### config.mk
export PLATFORM = sky130hd
export DESIGN_NAME = abro_input_conditioner
export DESIGN_NICKNAME = d
export VERILOG_FILES = /design/src/rtl/abro_input_conditioner.sv
export SDC_FILE = /design/constraint.sdc
export NUM_CORES = 1
export LEC_CHECK = 0
export BUFFER_PORTS_ARGS = -buffer_cell sky130_fd_sc_hd__buf_2
export CAP_MARGIN = 20
export CORE_UTILIZATION = 30
export CTS_BUF_LIST = sky130_fd_sc_hd__clkbuf_8
export DETAILED_ROUTE_END_ITERATION = 7
export PLACE_DENSITY = 0.52
export SLEW_MARGIN = 0
export SYNTH_ARGS = -nofsm -noshare
export SYNTH_HDL_FRONTEND = slang
export SYNTH_SLANG_ARGS = --single-unit
### constraint.sdc
create_clock -name clk -period 6.2 [get_ports clk]
set_input_delay 0.62 -clock clk [delete_from_list [all_inputs] [get_ports clk]]
set_output_delay 0.62 -clock clk [all_outputs]
set_load 0.01 [all_outputs]
### src/rtl/abro_input_conditioner.sv
// Synchronizes and debounces the raw A, B and R inputs of the ABRO sequencer.
// Each channel has a registered level, one-cycle rise/fall pulses and a shared saturating glitch counter.
module abro_input_conditioner #(
   parameter int unsigned DEBOUNCE_CYCLES = 4
) (
   input  logic       clk,
   input  logic       reset,
   input  logic       raw_a,
   input  logic       raw_b,
   input  logic       raw_r,
   output logic       a_level,
   output logic       b_level,
   output logic       r_level,
   output logic       a_rise,
   output logic       b_rise,
   output logic       r_rise,
   output logic       a_fall,
   output logic       b_fall,
   output logic       r_fall,
   output logic [7:0] glitch_cnt
);

   // state  | meaning
   // LOW    | debounced level 0, waiting for s=1
   // CHK_HI | s went high, counting stable samples before accepting
   // HIGH   | debounced level 1, waiting for s=0
   // CHK_LO | s went low, counting stable samples before accepting
   typedef enum logic [1:0] {LOW, CHK_HI, HIGH, CHK_LO} state_t;

   localparam logic [7:0] TERM = 8'(DEBOUNCE_CYCLES - 1);

   logic [2:0] raw;
   logic [2:0] s1;
   logic [2:0] s;
   state_t     state_q [3];
   state_t     state_d [3];
   logic [7:0] cnt_q [3];
   logic [7:0] cnt_d [3];
   logic [2:0] level_q, level_d;
   logic [2:0] rise_q, rise_d;
   logic [2:0] fall_q, fall_d;
   logic [2:0] abort;
   logic [1:0] n_abort;
   logic [8:0] glitch_sum;
   logic [7:0] glitch_q;

   assign raw = {raw_r, raw_b, raw_a};

   always_ff @(posedge clk or negedge reset) begin
      if (!reset) begin
         s1 <= '0;
         s  <= '0;
      end else begin
         s1 <= raw;
         s  <= s1;
      end
   end

   always_ff @(posedge clk or negedge reset) begin
      if (!reset) begin
         for (int i = 0; i < 3; i++) begin
            state_q[i] <= LOW;
            cnt_q[i]   <= '0;
         end
         level_q  <= '0;
         rise_q   <= '0;
         fall_q   <= '0;
         glitch_q <= '0;
      end else begin
         for (int i = 0; i < 3; i++) begin
            state_q[i] <= state_d[i];
            cnt_q[i]   <= cnt_d[i];
         end
         level_q  <= level_d;
         rise_q   <= rise_d;
         fall_q   <= fall_d;
         glitch_q <= glitch_sum[8] ? 8'hFF : glitch_sum[7:0];
      end
   end

   always_comb begin
      level_d = level_q;
      rise_d  = '0;
      fall_d  = '0;
      abort   = '0;
      for (int i = 0; i < 3; i++) begin
         state_d[i] = state_q[i];
         cnt_d[i]   = cnt_q[i];
         case (state_q[i])
            LOW: begin
               if (s[i]) begin
                  state_d[i] = CHK_HI;
                  cnt_d[i]   = 8'd1;
               end
            end
            CHK_HI: begin
               if (!s[i]) begin
                  state_d[i] = LOW;
                  cnt_d[i]   = '0;
                  abort[i]   = 1'b1;
               end else if (cnt_q[i] == TERM) begin
                  state_d[i] = HIGH;
                  cnt_d[i]   = '0;
                  level_d[i] = 1'b1;
                  rise_d[i]  = 1'b1;
               end else begin
                  cnt_d[i] = cnt_q[i] + 8'd1;
               end
            end
            HIGH: begin
               if (!s[i]) begin
                  state_d[i] = CHK_LO;
                  cnt_d[i]   = 8'd1;
               end
            end
            CHK_LO: begin
               if (s[i]) begin
                  state_d[i] = HIGH;
                  cnt_d[i]   = '0;
                  abort[i]   = 1'b1;
               end else if (cnt_q[i] == TERM) begin
                  state_d[i] = LOW;
                  cnt_d[i]   = '0;
                  level_d[i] = 1'b0;
                  fall_d[i]  = 1'b1;
               end else begin
                  cnt_d[i] = cnt_q[i] + 8'd1;
               end
            end
            default: begin
               state_d[i] = LOW;
               cnt_d[i]   = '0;
            end
         endcase
      end
   end

   // Up to three channels may abort on the same edge; clamp instead of wrapping.
   always_comb begin
      n_abort    = 2'(abort[0]) + 2'(abort[1]) + 2'(abort[2]);
      glitch_sum = {1'b0, glitch_q} + {7'd0, n_abort};
   end

   assign {r_level, b_level, a_level} = level_q;
   assign {r_rise, b_rise, a_rise}    = rise_q;
   assign {r_fall, b_fall, a_fall}    = fall_q;
   assign glitch_cnt                  = glitch_q;

endmodule

==> results of run 1 <==
cell usage in the layout, fill, tap and decap left out, types with 3 or more instances in the layout:
cell / Yosys / final
o2111ai_1: 3 / 3
o21ai_1: 3 / 3
a22o_1: 3 / 3
and3_1: 11 / 11
o21ai_0: 7 / 7
buf_2: 2 / 21
nand3_1: 15 / 15
xnor2_1: 6 / 6
dfrtp_1: 53 / 53
nand2_1: 29 / 29
a21oi_1: 13 / 13
xor2_1: 9 / 9
inv_1: 9 / 9
ha_1: 5 / 5
nor2_1: 12 / 12
nand3b_1: 3 / 3
clkbuf_8: 0 / 6
a31oi_1: 8 / 8
nor3_1: 6 / 6
stage by stage:
step | instances | setup WS (ns)
floorplan | 235 | 3.59
global placement | 357 | 3.37
detailed placement | 357 | 3.31
CTS | 365 | 3.28
global route | 365 | 3.05
finish | 365 | 3.32
metal layers:
metal / routed length, um / global-route usage (%) / vias up
li1: - / - / 896
met1: 2270 / 15.8 / 864
met2: 2100 / 16.2 / 30
met3: 140 / 2.75 / 2
met4: 34 / 4.62 / 0
met5: 0 / 0 / -
power breakdown:
part	switching, mW	total, mW	internal, mW
sequential	0.102	0.524	0.422
combinational	0.234	0.410	0.175
clock	0.114	0.245	0.131
layout make-up:
type                    count  area share, %
clock buffers               6           2.86
clock inverters             2           1.30
inverters                   9           1.17
multi-input cells         168           40.3
flip-flops and latches     53           45.9
well taps                 105           4.55
repair buffers             22           3.90
state kept, by name (all words and copies together), names as in the netlist, named ones only:
signal	flops
state_q	3
rise_q	3
cnt_q	24
fall_q	3
level_q	3
glitch_cnt	8
s	3
s1	3
kinds of logic after synthesis:
group           synth area share (%)
flops                           52.0
xor+xnor                        5.78
compound gates                  13.1
fa+ha+maj                       4.02
simple gates                    20.6
mux                             2.11
buf+inv                         2.45
final timing paths:
check	start	to	slack, ns	depth (start not counted)
max	register	glitch_cnt[3]	3.32	9
min in group asynchronous	reset	level_q[2]	0.43	2
min reg2reg	s1[0]	s[0]	0.35	0
min	s1[0]	s[0]	0.35	0
max reg2reg	register	glitch_cnt[3]	3.32	9
max in group asynchronous	reset	rise_q[1]	5.33	2
worst register-to-register path, delay by kind of cell (launching register included):
kind,cells,cell delay (ns)
XOR/XNOR,1,0.39
buffers and inverters,1,0.05
AO/OA/AOI/OAI,1,0.12
flip-flops,1,0.47
adder cells (fa/ha/maj),3,1.15
AND/OR/NAND/NOR,3,0.59
==> impl_table.tex, run 1 <==
\begin{tabular}{lr}
\hline
Metric & Value \\
\hline
\multicolumn{2}{l}{\textbf{Synthesis}} \\
\quad Most frequent cell after synthesis & dfrtp\_1 \\
\quad Post-Synthesis Cells & 235 \\
\quad Most common library cells after synthesis & 53 x dfrtp\_1, 29 x nand2\_1, 15 x nand3\_1 \\
\quad Share of synthesized area occupied by flip-flops and latches & 52.0\% \\
\quad Post-synth EDFFs & 0 \\
\quad Top FF cell, synth & dfrtp\_1 \\
\quad Number of nets in the synthesized netlist & 247 \\
\quad Post-synthesis average cell area & 10.9 sq um \\
\quad Post-synthesis cell type with the largest combined area & dfrtp\_1 \\
\quad Portion of synthesized cell area occupied by the leading cell type & 52.0\% \\
\quad Number of warnings reported in the yosys synthesis log & 0 \\
\quad Yosys reg bits & 53 \\
\quad Unique cell type count in the Yosys netlist & 45 \\
\quad Synth top area cells & dfrtp\_1 52\%, nand2\_1 4.3\%, xor2\_1 3.1\% \\
\quad Cell area after synthesis & 0.00255 sq mm \\
\quad Share of synthesized flip-flops with an asynchronous set or reset & 100\% \\
\multicolumn{2}{l}{\textbf{Timing}} \\
\quad Maximum frequency from static timing analysis & 0.347 GHz \\
\quad Final TNS setup & 0 ns \\
\quad Number of pins with negative max-slew slack in the final report & 0 \\
\quad Pin slew with the least headroom to its limit & 0.768 ns \\
\quad Final Setup Violations & 0 \\
\quad Slew HR & 48.7\% \\
\quad Setup repair after global routing missed its margin & no \\
\quad Final worst-path cycle share & 46.4\% \\
\quad Final setup skew & 0.00350 ns \\
\quad Number of failing hold endpoints at the final stage & 0 \\
\quad Final critical path time including I/O delays and setup & 2.88 ns \\
\quad Worst hold-check slack & 0.354 ns \\
\multicolumn{2}{l}{\textbf{Worst setup path}} \\
\quad Type of element launching the critical path & register \\
\quad Cell type of the slowest stage on the worst timing path & fa\_1 \\
\quad Worst Setup End Kind & register \\
\quad Required @ worst endpoint & 6.38 ns \\
\quad Worst setup path category & reg2reg \\
\quad CP Data Arrival Time & 3.06 ns \\
\quad Cell-by-cell listing of the critical path & xnor2\_1 -> nand2\_1 -> fa\_1 -> inv\_1 -> ha\_1 -> fa\_1 -> and3\_1 -> nand3\_1 -> o21ai\_0 \\
\quad Largest stage delay on the critical path & 0.52 ns \\
\quad Critical path's top delay family & adder cells \\
\quad Buffer and inverter count on the worst path & 1 \\
\quad Cell with the most instances on the worst path & fa\_1 \\
\quad Maximum fanout count along the critical path & 6 \\
\multicolumn{2}{l}{\textbf{Worst hold path}} \\
\quad Min-delay worst type & reg2reg \\
\multicolumn{2}{l}{\textbf{Drt}} \\
\quad Count of routing violations after the opening detailed-route iteration & 112 \\
\quad Count of unresolved DRC violations after routing & 0 \\
\quad Via total after detailed routing & 1792 \\
\quad Number of vias per cell after detailed routing & 4.91 \\
\quad Average wire per cell in the routed design & 12.4 um \\
\quad Total iterations of the first detailed-routing run & 4 \\
\quad Wirelength, routed & 4540 um \\
\quad Detail Route Antenna Nets & 0 \\
\multicolumn{2}{l}{\textbf{Global route}} \\
\quad Sum of overflow across all layers after global routing & 0 \\
\quad Maximum number of pins on one net before global-route repair & 54 \\
\quad Number of antenna violations at the first check in global routing & 0 \\
\quad Via count of the first global-routing pass & 1634 \\
\quad Aggregate global-route resource usage & 11.2\% \\
\quad Wire length of the first global-routing pass & 7730 um \\
\multicolumn{2}{l}{\textbf{Clocking}} \\
\quad CTS tree & done \\
\quad CTS HTree Levels & 2 \\
\quad Hold buffer count at CTS & 0 \\
\quad Num CTS Buffers & 5 \\
\quad Clock Tree Root & clkbuf\_8 \\
\quad Clock Sink Count & 53 \\
\quad Number of post-CTS setup repair buffers & 0 \\
\quad Total of cells resized after clock tree synthesis & 0 \\
\quad Clock insertion delay at the later pin of the skew report & 0.30 ns \\
\quad Clock transition at the registers of the reported paths & 0.09 ns \\
\quad Maximum number of buffers from clock root to sink & 2 \\
\multicolumn{2}{l}{\textbf{Place}} \\
\quad Last weighted congestion value of the routability-driven placer & 0.769 \\
\quad Placed instance area & 0.00277 sq mm \\
\quad Quantity of I/O buffers inserted on ports & 21 \\
\quad Estimated wirelength of the detail-placed design & 3160 um \\
\multicolumn{2}{l}{\textbf{Cells and area}} \\
\quad Area of all placed cells without fillers & 0.00289 sq mm \\
\quad Share of the core filled with cells & 35.1\% \\
\quad Net count reported at finish & 271 \\
\quad Layout cell share with drive strength beyond 1 & 16.5\% \\
\quad Number of antenna diodes & 0 \\
\quad Filler Cell Count & 820 \\
\quad Area of combinational cells with multiple inputs & 0.00116 sq mm \\
\quad Area grow syn2layout & 13.1\% \\
\quad Area of all sequential standard cells & 0.00133 sq mm \\
\multicolumn{2}{l}{\textbf{Floorplan}} \\
\quad Starting density of the core & 31.1\% \\
\quad Horizontal extent of the die & 94.2 um \\
\quad IO Pins & 22 \\
\quad Y dimension of the die & 94.2 um \\
\quad Die ar. & 0.00888 sq mm \\
\quad FP Rows & 33 \\
\quad Core area & 0.00822 sq mm \\
\multicolumn{2}{l}{\textbf{Pwr}} \\
\quad Static Leakage & 1.31 nW \\
\quad Max IR drop VDD & 0.188 mV \\
\quad Cell Pwr Density & 408 mW/mm\^{}2 \\
\quad Total power draw & 1.18 mW \\
\multicolumn{2}{l}{\textbf{Run}} \\
\quad Max-cap check violation count & 0 \\
\multicolumn{2}{l}{\textbf{Run status}} \\
\quad Run status & completed \\
\hline
\end{tabular}
No activity file was read; power rests on OpenSTA's default activity.
==> inputs of run 2 (changes only) <==
clock period = 3 ns   (was 6.2 ns; I/O delays follow)
==> run 2 against run 1 <==
Effect of this change: sequential cell count stayed put; clock skew is 0.0045 ns higher; register-to-register slack worse by 3.0 ns; critical endpoint unchanged; largest power group unchanged; highest routed layer unchanged.
==> impl_table.tex, run 2 (synthesized netlist as in run 1, its figures left out) <==
\begin{tabular}{lr}
\hline
Metric & Value \\
\hline
\multicolumn{2}{l}{\textbf{Worst setup path}} \\
\quad Reg2reg setup slack & 0.29 ns (-3.03 ns) \\
\quad CP Data Arrival Time & 2.89 ns (-0.17 ns) \\
\quad Cell-by-cell listing of the critical path & xnor2\_2 -> nand2\_1 -> fa\_1 -> inv\_1 -> ha\_1 -> fa\_1 -> and3\_1 -> nand3\_1 -> o21ai\_0 \\
\quad Cell with the most instances on the worst path & fa\_1 \\
\quad Maximum fanout count along the critical path & 6 (unchanged) \\
\quad Largest stage delay on the critical path & 0.49 ns (-0.03 ns) \\
\quad Critical path's top delay family & adder cells \\
\quad Required @ worst endpoint & 3.18 ns (-3.20 ns) \\
\quad Worst setup path category & reg2reg \\
\quad Buffer and inverter count on the worst path & 1 (unchanged) \\
\quad Worst Setup End Kind & register \\
\quad Type of element launching the critical path & register \\
\quad Cell type of the slowest stage on the worst timing path & fa\_1 \\
\multicolumn{2}{l}{\textbf{Clocking}} \\
\quad Clock Tree Root & clkbuf\_8 \\
\quad CTS tree & done \\
\quad Maximum number of buffers from clock root to sink & 2 (unchanged) \\
\quad CTS HTree Levels & 2 (unchanged) \\
\quad Num CTS Buffers & 5 (unchanged) \\
\quad Clock Sink Count & 53 (unchanged) \\
\quad Clock insertion delay at the later pin of the skew report & 0.30 ns (about the same) \\
\quad Number of post-CTS setup repair buffers & 0 (unchanged) \\
\quad Clock transition at the registers of the reported paths & 0.09 ns (about the same) \\
\multicolumn{2}{l}{\textbf{Drt}} \\
\quad Average wire per cell in the routed design & 13.0 um (+4.5\%) \\
\quad Total iterations of the first detailed-routing run & 4 (unchanged) \\
\quad Number of vias per cell after detailed routing & 4.85 (-1.3\%) \\
\quad Top Metal Used & met4 \\
\quad Routed length on met3 & 115 um (-18\%) \\
\quad Met1 wire length & 2400 um (+5.9\%) \\
\quad Count of unresolved DRC violations after routing & 0 (unchanged) \\
\quad Detail Route Antenna Nets & 0 (unchanged) \\
\quad Total met2 wirelength after detailed routing & 2230 um (+6.5\%) \\
\quad Count of routing violations after the opening detailed-route iteration & 31 (-72\%) \\
\quad Wirelength, routed & 4790 um (+5.4\%) \\
\quad Via total after detailed routing & 1783 (-0.50\%) \\
\multicolumn{2}{l}{\textbf{Cells and area}} \\
\quad Area of combinational cells with multiple inputs & 0.00117 sq mm (+0.64\%) \\
\quad Area of all sequential standard cells & 0.00133 sq mm (unchanged) \\
\quad Number of flip-flops under the largest register name & 24 (unchanged) \\
\quad Layout cell share with drive strength beyond 1 & 17.1\% (+0.57 points) \\
\quad Commonest non-fill, non-tap cells in the layout & 53 x dfrtp\_1, 29 x nand2\_1, 21 x buf\_2 \\
\quad Number of antenna diodes & 0 (unchanged) \\
\quad Area grow syn2layout & 13.4\% \\
\quad Most flop-heavy register & cnt\_q \\
\quad Filler Cell Count & 818 (-0.24\%) \\
\quad Most frequent standard cell in the layout excluding fill and tap cells & dfrtp\_1 \\
\quad Net count reported at finish & 275 (+1.5\%) \\
\multicolumn{2}{l}{\textbf{Timing}} \\
\quad Worst hold-check slack & 0.106 ns (-0.248 ns) \\
\quad Slew HR & 47.8\% (-0.89 points) \\
\quad Final worst-path cycle share & 90.2\% (+44 points) \\
\quad Final setup skew & 0.00798 ns (+0.00448 ns) \\
\quad Number of failing hold endpoints at the final stage & 0 (unchanged) \\
\quad Maximum frequency from static timing analysis & 0.369 GHz (+6.4\%) \\
\quad Final critical path time including I/O delays and setup & 2.71 ns (-0.172 ns) \\
\quad Final Setup Violations & 0 (unchanged) \\
\quad Final TNS setup & 0 ns (unchanged) \\
\quad Setup slack of the critical path after layout & 0.293 ns (-3.03 ns) \\
\quad Setup repair after global routing missed its margin & no \\
\quad Number of pins with negative max-slew slack in the final report & 0 (unchanged) \\
\quad Pin slew with the least headroom to its limit & 0.781 ns (+0.0134 ns) \\
\multicolumn{2}{l}{\textbf{Floorplan}} \\
\quad FP Rows & 33 (unchanged) \\
\quad Y dimension of the die & 94.2 um (unchanged) \\
\quad Horizontal extent of the die & 94.2 um (unchanged) \\
\quad Die ar. & 0.00888 sq mm (unchanged) \\
\quad Starting density of the core & 31.1\% (unchanged) \\
\quad Core area & 0.00822 sq mm (unchanged) \\
\quad IO Pins & 22 (unchanged) \\
\multicolumn{2}{l}{\textbf{Place}} \\
\quad Estimated wirelength of the detail-placed design & 3400 um (+7.5\%) \\
\quad Last weighted congestion value of the routability-driven placer & 0.773 (+0.49\%) \\
\quad Placement Setup Slack & 0.194 ns (-3.11 ns) \\
\quad Quantity of I/O buffers inserted on ports & 21 (unchanged) \\
\multicolumn{2}{l}{\textbf{Pwr}} \\
\quad Cell Pwr Density & 820 mW/mm\^{}2 (+100\%) \\
\quad Max IR drop VDD & 0.369 mV (+96\%) \\
\quad Static Leakage & 1.33 nW (+1.1\%) \\
\multicolumn{2}{l}{\textbf{Global route}} \\
\quad Aggregate global-route resource usage & 12.0\% (+0.80 points) \\
\quad Via count of the first global-routing pass & 1716 (+5.0\%) \\
\quad Maximum number of pins on one net before global-route repair & 27 (-50\%) \\
\quad Sum of overflow across all layers after global routing & 0 (unchanged) \\
\quad Wire length of the first global-routing pass & 8210 um (+6.3\%) \\
\quad Number of antenna violations at the first check in global routing & 0 (unchanged) \\
\multicolumn{2}{l}{\textbf{Worst hold path}} \\
\quad Min-delay worst type & in2reg \\
\multicolumn{2}{l}{\textbf{Run}} \\
\quad Max-cap check violation count & 0 (unchanged) \\
\multicolumn{2}{l}{\textbf{Run status}} \\
\quad Run status & completed \\
\hline
\end{tabular}
## run 2: cell types whose count changed in the layout (fill, tap and decap cells not counted), sizes merged
cell and change:
clkinvlp -1, inv +1, dlygate4sd3 +1, buf +3
bufinv -1
## run 2: final cells by class
class	count	share of cell area (%)
tap	105	4.54
timing repair buffer	26	5.02
multi-input combinational	168	40.5
clock buffer	6	2.85
clock inverter	1	0.130
inverter	9	1.17
sequential	53	45.8
## run 2: worst paths after layout
kind / to / start / cells past startpoint
max in group asynchronous: state_q[4] / reset / 3
min in group asynchronous: s1[2] / reset / 2
hold / removal: s1[2] / raw_r / 1
hold reg to reg: s[0] / s1[0] / 0
setup / recovery: glitch_cnt[3] / s[2] / 9
setup reg to reg: glitch_cnt[3] / s[2] / 9
## run 2: what timing repair did
item | in CTS | in global routing
gates resized for setup | 0 | 1
hold endpoints to repair | 6 | 0
hold buffers | 1 | 0
setup endpoints to repair | 0 | 1
## run 2: report_power, final
| group | switching, mW | leakage [nW] | internal, mW | total [mW] |
|---|---|---|---|---|
| clock | 0.218 | 0.0485 | 0.180 | 0.398 |
| sequential | 0.200 | 0.679 | 0.872 | 1.07 |
| combinational | 0.515 | 0.602 | 0.389 | 0.904 |
## run 2: worst reg2reg max path, cell delays in order (launching register included)
cell and delay (ns):
dfrtp_1 0.46, xnor2_2 0.29, nand2_1 0.11, fa_1 0.49
inv_1 0.04, ha_1 0.22, fa_1 0.44, and3_1 0.25
nand3_1 0.18, o21ai_0 0.11
## run 2: routing by layer
metal / GRT usage, % / vias up
li1: - / 892
met1: 15.8 / 869
met2: 19.1 / 20
met3: 2.91 / 2
met4: 4.23 / 0
met5: 0 / -
## run 2: through the flow
| step | utilization [%] | total power, mW | cells | instance area (sq um) |
|---|---|---|---|---|
| after floorplan | - | 1.72 | 235 | 2550 |
| after global placement | 34.0 | 1.97 | 360 | 2790 |
| after detailed placement | 34.0 | 1.99 | 360 | 2790 |
| after CTS | 35.1 | 2.41 | 368 | 2890 |
| after global routing | 35.2 | 2.58 | 368 | 2890 |
| final | 35.2 | 2.37 | 368 | 2890 |
